$ cat src/rtl/csi2_pkg.sv
// Shared CSI-2 payload definitions: RGB565 pixel layout and the 32-bit pair word
// that the TX packer produces and the RX decoder unpacks.
package csi2_pkg;

  localparam int unsigned PIX_W  = 16;
  localparam int unsigned WORD_W = 32;

  localparam logic [5:0] RGB565_DATA_TYPE = 6'h22;

  typedef struct packed {
    logic [4:0] r;
    logic [5:0] g;
    logic [4:0] b;
  } rgb565_t;

  typedef enum logic {
    S_EMPTY = 1'b0,
    S_HALF  = 1'b1
  } pack_state_e;

  // Even pixel in the low half, odd pixel in the high half.
  function automatic logic [WORD_W-1:0] pix_pair(input rgb565_t lo, input rgb565_t hi);
    return {hi, lo};
  endfunction

endpackage

$ cat src/rtl/rgb565_packer.sv
// Packs RGB565 pixel pairs into 32-bit CSI-2 payload words, pads odd-length lines
// and reports the per-line payload byte count alongside the last word.
module rgb565_packer
  import csi2_pkg::*;
#(
  parameter logic [15:0] PAD_PIXEL   = 16'h0000,
  parameter int unsigned COUNT_WIDTH = 16
) (
  input  logic                   clock,
  input  logic                   reset,
  input  logic [4:0]             pixel_r,
  input  logic [5:0]             pixel_g,
  input  logic [4:0]             pixel_b,
  input  logic                   pixel_valid,
  input  logic                   pixel_line_end,
  output logic                   pixel_ready,
  output logic [31:0]            image_data,
  output logic                   image_data_enable,
  input  logic                   image_data_ready,
  output logic                   image_data_upper_valid,
  output logic                   image_data_last,
  output logic [COUNT_WIDTH-1:0] line_byte_count,
  output logic                   line_overflow
);

  localparam int unsigned SUM_W = COUNT_WIDTH + 1;

  pack_state_e            state_q, state_d;
  rgb565_t                low_q, low_d;
  logic [COUNT_WIDTH-1:0] cnt_q, cnt_d;
  logic [WORD_W-1:0]      data_q, data_d;
  logic                   en_q, en_d;
  logic                   upper_q, upper_d;
  logic                   last_q, last_d;
  logic [COUNT_WIDTH-1:0] lbc_q, lbc_d;
  logic                   ovf_q, ovf_d;

  rgb565_t                pix_c;
  logic                   accept_c;
  logic [SUM_W-1:0]       cnt_sum_c;
  logic                   cnt_sat_c;
  logic [COUNT_WIDTH-1:0] cnt_inc_c;

  assign pix_c       = rgb565_t'({pixel_r, pixel_g, pixel_b});
  assign pixel_ready = !en_q || image_data_ready;
  assign accept_c    = pixel_valid && pixel_ready;

  // Byte count including the pixel being accepted, saturating at all-ones.
  assign cnt_sum_c = {1'b0, cnt_q} + SUM_W'(2);
  assign cnt_sat_c = cnt_sum_c[COUNT_WIDTH];
  assign cnt_inc_c = cnt_sat_c ? '1 : cnt_sum_c[COUNT_WIDTH-1:0];

  always_ff @(posedge clock) begin
    if (reset) begin
      state_q <= S_EMPTY;
      low_q   <= '0;
      cnt_q   <= '0;
      data_q  <= '0;
      en_q    <= 1'b0;
      upper_q <= 1'b0;
      last_q  <= 1'b0;
      lbc_q   <= '0;
      ovf_q   <= 1'b0;
    end else begin
      state_q <= state_d;
      low_q   <= low_d;
      cnt_q   <= cnt_d;
      data_q  <= data_d;
      en_q    <= en_d;
      upper_q <= upper_d;
      last_q  <= last_d;
      lbc_q   <= lbc_d;
      ovf_q   <= ovf_d;
    end
  end

  always_comb begin
    state_d = state_q;
    low_d   = low_q;
    cnt_d   = cnt_q;
    data_d  = data_q;
    en_d    = en_q;
    upper_d = upper_q;
    last_d  = last_q;
    lbc_d   = lbc_q;
    ovf_d   = ovf_q;

    if (en_q && image_data_ready) begin
      en_d = 1'b0;
    end

    if (accept_c) begin
      if (cnt_sat_c) begin
        ovf_d = 1'b1;
      end
      unique case (state_q)
        S_EMPTY: begin
          if (pixel_line_end) begin
            data_d  = pix_pair(pix_c, rgb565_t'(PAD_PIXEL));
            en_d    = 1'b1;
            upper_d = 1'b0;
            last_d  = 1'b1;
            lbc_d   = cnt_inc_c;
            cnt_d   = '0;
          end else begin
            low_d   = pix_c;
            cnt_d   = cnt_inc_c;
            state_d = S_HALF;
          end
        end
        S_HALF: begin
          data_d  = pix_pair(low_q, pix_c);
          en_d    = 1'b1;
          upper_d = 1'b1;
          last_d  = pixel_line_end;
          lbc_d   = cnt_inc_c;
          cnt_d   = pixel_line_end ? '0 : cnt_inc_c;
          state_d = S_EMPTY;
        end
        default: state_d = S_EMPTY;
      endcase
    end
  end

  assign image_data             = data_q;
  assign image_data_enable      = en_q;
  assign image_data_upper_valid = upper_q;
  assign image_data_last        = last_q;
  assign line_byte_count        = lbc_q;
  assign line_overflow          = ovf_q;

endmodule

$ cat config.mk
export PLATFORM = sky130hd
export DESIGN_NAME = rgb565_packer
export DESIGN_NICKNAME = d
export VERILOG_FILES = /design/src/rtl/csi2_pkg.sv /design/src/rtl/rgb565_packer.sv
export SDC_FILE = /design/constraint.sdc
export NUM_CORES = 1
export LEC_CHECK = 0
export ABC_AREA = 1
export CAP_MARGIN = 20
export CELL_PAD_IN_SITES_DETAIL_PLACEMENT = 1
export CELL_PAD_IN_SITES_GLOBAL_PLACEMENT = 1
export CORE_ASPECT_RATIO = 1.1
export CORE_UTILIZATION = 35
export CTS_CLUSTER_DIAMETER = 50
export DETAILED_ROUTE_END_ITERATION = 10
export PLACE_DENSITY_LB_ADDON = 0.1
export SYNTH_ARGS = -nofsm -noshare
export SYNTH_HDL_FRONTEND = slang
export SYNTH_SLANG_ARGS = --single-unit
$ cat constraint.sdc
create_clock -name clock -period 3.7 [get_ports clock]
set_input_delay 0.74 -clock clock [delete_from_list [all_inputs] [get_ports clock]]
set_output_delay 0.74 -clock clock [all_outputs]
set_load 0.1 [all_outputs]
; ---- Word-level counts from Yosys, hierarchy flattened
; Cells that the tools add are included.
[classes]
addsub = 1
eq_ne = 1
mux = 16
n_bitwise = 2
n_reduce_logical = 7
[op_table]
columns = cell, count
row1 = 32-bit case mux with 2 select lines, 1
row2 = 16-bit 2-to-1 mux, 3
row3 = 32-bit 2-to-1 mux, 1
row4 = 16-bit case mux with 2 select lines, 1
row5 = "16-bit by 2-bit adder with 17-bit output, second input constant", 1
row6 = 1-bit case mux with 2 select lines, 4
row7 = 1-bit 2-to-1 mux, 6
row8 = 2-bit AND reduction, 2
row9 = 3-bit AND reduction, 1
row10 = 1-bit logical AND, 2
row11 = "2-bit != test, second input constant", 1
row12 = 1-bit NOT, 2
row13 = 1-bit logical NOT, 1
row14 = 1-bit logical OR, 1
[totals]
register_bits = 85
inputBits = 21
wordCells = 38

; ---- Logic depth before layout (Yosys ltp)
[depth]
depth_word = 5
depth_mapped = 9
depth_no_buf = 8

; ---- Worst setup path after synthesis
; No wires, ideal clock.
[synth_timing]
path_type = reg2reg
startpoint = register en_q, in the netlist image_data_enable
endpoint = register low_q[10] (netlist bit)
setup_time_ns = 0.070
t_arrival_ns = 2.462
required_ns = 3.630
setup_slack_ns = 1.167
stages_incl_launch_ff = 9
path_buffers = 2
period_less_slack_ns = 2.533
path_cell_list = dfxtp_1 -> nand2_2 -> nand2_2 -> buf_6 -> inv_4 -> nand2_2 -> buf_4 -> nand2_1 -> a21oi_1
[synth_via]
elab_chain_len = 4
[synth_rtl]
columns = item, line
row1 = from (decl), rgb565_packer.sv:32  ; logic en_q, en_d;
row2 = from (signal assigned), rgb565_packer.sv:69  ; en_q <= en_d;
row3 = 1-bit logical NOT, rgb565_packer.sv:45  ; assign pixel_ready = !en_q || image_data_ready;
row4 = 1-bit logical OR, rgb565_packer.sv:45
row5 = via pixel_ready, rgb565_packer.sv:16  ; output logic pixel_ready,
row6 = 1-bit logical AND, rgb565_packer.sv:46  ; assign accept_c = pixel_valid && pixel_ready;
row7 = 3-bit AND reduction (no line), --
row8 = to (signal assigned), rgb565_packer.sv:66  ; low_q <= low_d;
row9 = to (decl), rgb565_packer.sv:29  ; rgb565_t low_q, low_d;
; The timed path passes the listed nets, and every way through them passes these cells.
; A chain may end at the register's enable or synchronous reset.

; ---- Worst setup path after layout
[layout_timing]
startpoint = register data_q[6], in the netlist image_data[6]
endpoint = output image_data[6]
[layout_rtl]
columns = item, line
row1 = from (decl), rgb565_packer.sv:31  ; logic [WORD_W-1:0] data_q, data_d;
row2 = from (signal assigned), rgb565_packer.sv:68  ; data_q <= data_d;
row3 = to (decl), rgb565_packer.sv:17  ; output logic [31:0] image_data,
; No word-level cell between the ends.

==> out/results.md <==
- family with the most delay on the worst path: buffers and inverters
- post-CTS resize count: 0
- xor-xnor portion of the synthesized cell area: 1.69%
- gpl congestion: 0.749
- most area-hungry cell type in the Yosys netlist: sky130_fd_sc_hd__dfxtp_1
- Final min period: 2.62 ns
- Worst EP arrival: 1.88 ns
- net count reported at finish: 555
- commonest cells after routing, fill and taps aside: 115 x sky130_fd_sc_hd__nand2_1, 85 x sky130_fd_sc_hd__dfxtp_1, 71 x sky130_fd_sc_hd__clkdlybuf4s50_1
- maximum clock path buffer count: 2
- fraction of synthesized area in multiplexers: 0%
- worst max-slew margin expressed relative to the limit: 32.4%
- worst path bufs/invs: 1
- unrepaired setup endpoints after global routing: no
- total instance count after detailed placement: 642
- Residual DRC: 0
- standby leakage power: 0.00171 uW
- cell count after synthesis: 474
- critical path class: register to output pin
- die span in x: 99.1 um
- number of filler instances in the final layout: 1231
- Cell Count, Final, Fillers Out: 657
- f_max: 382 MHz
- worst hold slack: 0.458 ns
- fraction of post-synthesis cell area in the top cell type by area: 46.8%
- area occupied by registers: 1700 sq um
- router iterations before antenna repair: 4
- kind of launch point of the worst setup path: register
- final setup skew: 0.00607 ns
- CP Data Required Time: 2.96 ns
- final count of hold timing violations: 0
- number of cells on the worst reg-to-reg path: 4
- routed vias/inst: 5.16
- via count: 3391
- number of instances on the worst hold path: 2
- clock network latency to the later pin of the worst-skew pair: 0.36 ns
- max-cap violations: 0
- slew at the pin with the worst max-slew slack: 1.01 ns
- VDD IR max: 0.185 mV
- Hold/Removal Path Class: register to register
- delay of the slowest cell on the worst path: 1.14 ns
- Synth Area in Compound Gates: 17.5%
- cell chain of the critical path: clkdlybuf4s50_1
- starting DRC count in detailed routing: 73
- most common library cell in the layout ignoring fill and taps: sky130_fd_sc_hd__nand2_1
- simple-gate portion of the synthesized area: 25.9%
- post-CTS setup buffers: 0
- maximum fanout count along the critical path: 2
- post-place setup slack: 0.810 ns
- first-pass GRT wire length: 17.5 mm
- HPWL after detailed placement: 7.21 mm
- count of pins over their slew limit: 0
- synthesized area per cell: 7.67 sq um
- CTS H-tree lvls: 3
- gr usage total: 21.1%
- TNS Setup: 0 ns
- total overflow reported by the global router: 0
- area growth from synthesis to layout: 25.7%
- overall die height: 109 um
- PnR worst setup slack: 1.08 ns
- portion of the post-synthesis area used by sequential elements: 46.8%
- TritonCTS clock tree: built
- largest cells by area after synthesis: sky130_fd_sc_hd__dfxtp_1 47%, sky130_fd_sc_hd__nand2_1 12%, sky130_fd_sc_hd__nand3_1 5.8%
- Synth Area in Adders: 0.344%
- flip-flop and latch count after synthesis: 85
- area taken by multi-input logic gates: 1650 sq um
- number of global-route vias before repair: 3507
- Setup crit end kind: output pin
- number of antenna violations at the first check in global routing: 0
- number of endpoints failing setup at the final stage: 0
- Critical Path Stages: 1
- Critical Path Slowest Stage Cell: sky130_fd_sc_hd__clkdlybuf4s50_1
- number of nets produced by synthesis: 496
- antenna diode count: 0
- Sinks on Clock Net: 85
- average detailed-routed wire length per instance: 16.1 um
- combinational family with the most area after synthesis: simple AND/OR/NAND/NOR gates
- share of final-layout standard cells stronger than drive strength 1: 9.68%
- count of warnings emitted by yosys: 0
- total power divided by cell area: 468 nW/um^2
- netlist area before placement: 3630 sq um
- count of distinct cell types in the synthesized netlist: 32
- Util after Layout: 45.7%
- CTS Buf Count: 9
- maximum number of pins on one net before global-route repair: 41
- result of the run: finished clean
- num ports: 74
- master cell of the clock root buffer: sky130_fd_sc_hd__clkbuf_8
- clock slew at the register clock pins of the worst setup and hold paths: 0.08 ns
- initial core utilization: 36.4%
- count of port buffers added during placement: 73
- Cell Rows: 38
- post-cts hold buffer count: 0
- remaining antenna violation count after routing: 0
- wirelength, routed: 10.6 mm
- placeable core region: 9980 sq um
- portion of the clock cycle consumed by the worst path in the final layout: 70.7%
- Die Area: 10800 sq um
==> power by group <==
group / internal (uW) / switching, uW
logic: 117 / 389
registers: 960 / 31.3
clock network: 305 / 333
==> worst reg2reg max path, delay by kind of cell, from the launching register on <==
| kind | cells | cell delay [ns] |
|---|---|---|
| AO/OA/AOI/OAI | 1 | 0.27 |
| buffers and inverters | 1 | 0.39 |
| flip-flops | 1 | 0.91 |
| AND/OR/NAND/NOR | 2 | 0.69 |
==> routing by layer <==
| layer | track usage, % | wire length, um | share of wire, % |
|---|---|---|---|
| met1 | 24.9 | 4620 | 44 |
| met5 | 0 | 0 | 0 |
| met2 | 37.4 | 5430 | 51 |
| met3 | 4.68 | 388 | 3.7 |
| met4 | 8.40 | 134 | 1.3 |
==> flip-flops by register name (all words and copies together) (netlist names) <==
signal                  flops
image_data                 32
cnt_q                      16
line_byte_count            16
low_q                      16
image_data_enable           1
image_data_last             1
image_data_upper_valid      1
line_overflow               1
state_q                     1
==> synthesized netlist by cell type <==
cell type,n
sky130_fd_sc_hd__nand2_1,115
sky130_fd_sc_hd__dfxtp_1,85
sky130_fd_sc_hd__nand3_1,42
sky130_fd_sc_hd__o21ai_0,34
sky130_fd_sc_hd__a21oi_1,33
sky130_fd_sc_hd__inv_1,30
sky130_fd_sc_hd__nor2_1,20
sky130_fd_sc_hd__a31oi_1,19
sky130_fd_sc_hd__buf_2,12
sky130_fd_sc_hd__clkbuf_1,11
sky130_fd_sc_hd__nand2_2,10
sky130_fd_sc_hd__o21ai_1,10
sky130_fd_sc_hd__a21oi_2,8
sky130_fd_sc_hd__nand4_1,7
sky130_fd_sc_hd__o21bai_1,7
sky130_fd_sc_hd__xor2_1,4
sky130_fd_sc_hd__inv_2,3
sky130_fd_sc_hd__nor2_2,3
sky130_fd_sc_hd__nor2_4,3
sky130_fd_sc_hd__xnor2_1,3
sky130_fd_sc_hd__buf_4,2
sky130_fd_sc_hd__buf_6,2
sky130_fd_sc_hd__nor2_8,2
sky130_fd_sc_hd__a211oi_1,1
sky130_fd_sc_hd__buf_1,1
sky130_fd_sc_hd__clkinv_1,1
sky130_fd_sc_hd__clkinv_2,1
sky130_fd_sc_hd__ha_1,1
sky130_fd_sc_hd__inv_4,1
sky130_fd_sc_hd__nand2_4,1
sky130_fd_sc_hd__nand3_2,1
sky130_fd_sc_hd__nor3_1,1
==> logic make-up (layout without fill, tap and decap cells) <==
family	Yosys count	in the layout
AOI/OAI and AO/OA	112	112
DFF	85	85
adders and majority gates	1	1
xor gates and xnor gates	7	7
and+or+nand+nor	205	205
buffers and inverters	64	127
==> metrics by stage <==
| stage | cell area (sq um) | power [uW] |
|---|---|---|
| final | 4570 | 2140 |
| after detailed placement | 4390 | 1520 |
| after global placement | 4390 | 1520 |
| after global routing | 4570 | 2230 |
| after CTS | 4570 | 2160 |
| after floorplan | 3630 | 1390 |
==> worst paths after layout <==
kind	startpoint	endpoint	slack, ns
max	image_data[6]	image_data[6]	1.08
min	line_overflow	line_overflow	0.46
max reg2reg	state_q	image_data[16]	1.36
min reg2reg	line_overflow	line_overflow	0.46
==> cell type report <==
cell class	count	area share [%]
Clock inverter	5	1.15
Tap cell	120	3.29
Inverter	36	3.04
Sequential cell	85	37.3
Multi-Input combinational cell	325	36.1
Clock buffer	10	2.79
Timing Repair Buffer	76	16.3
Power figures use the tool's default switching activity.
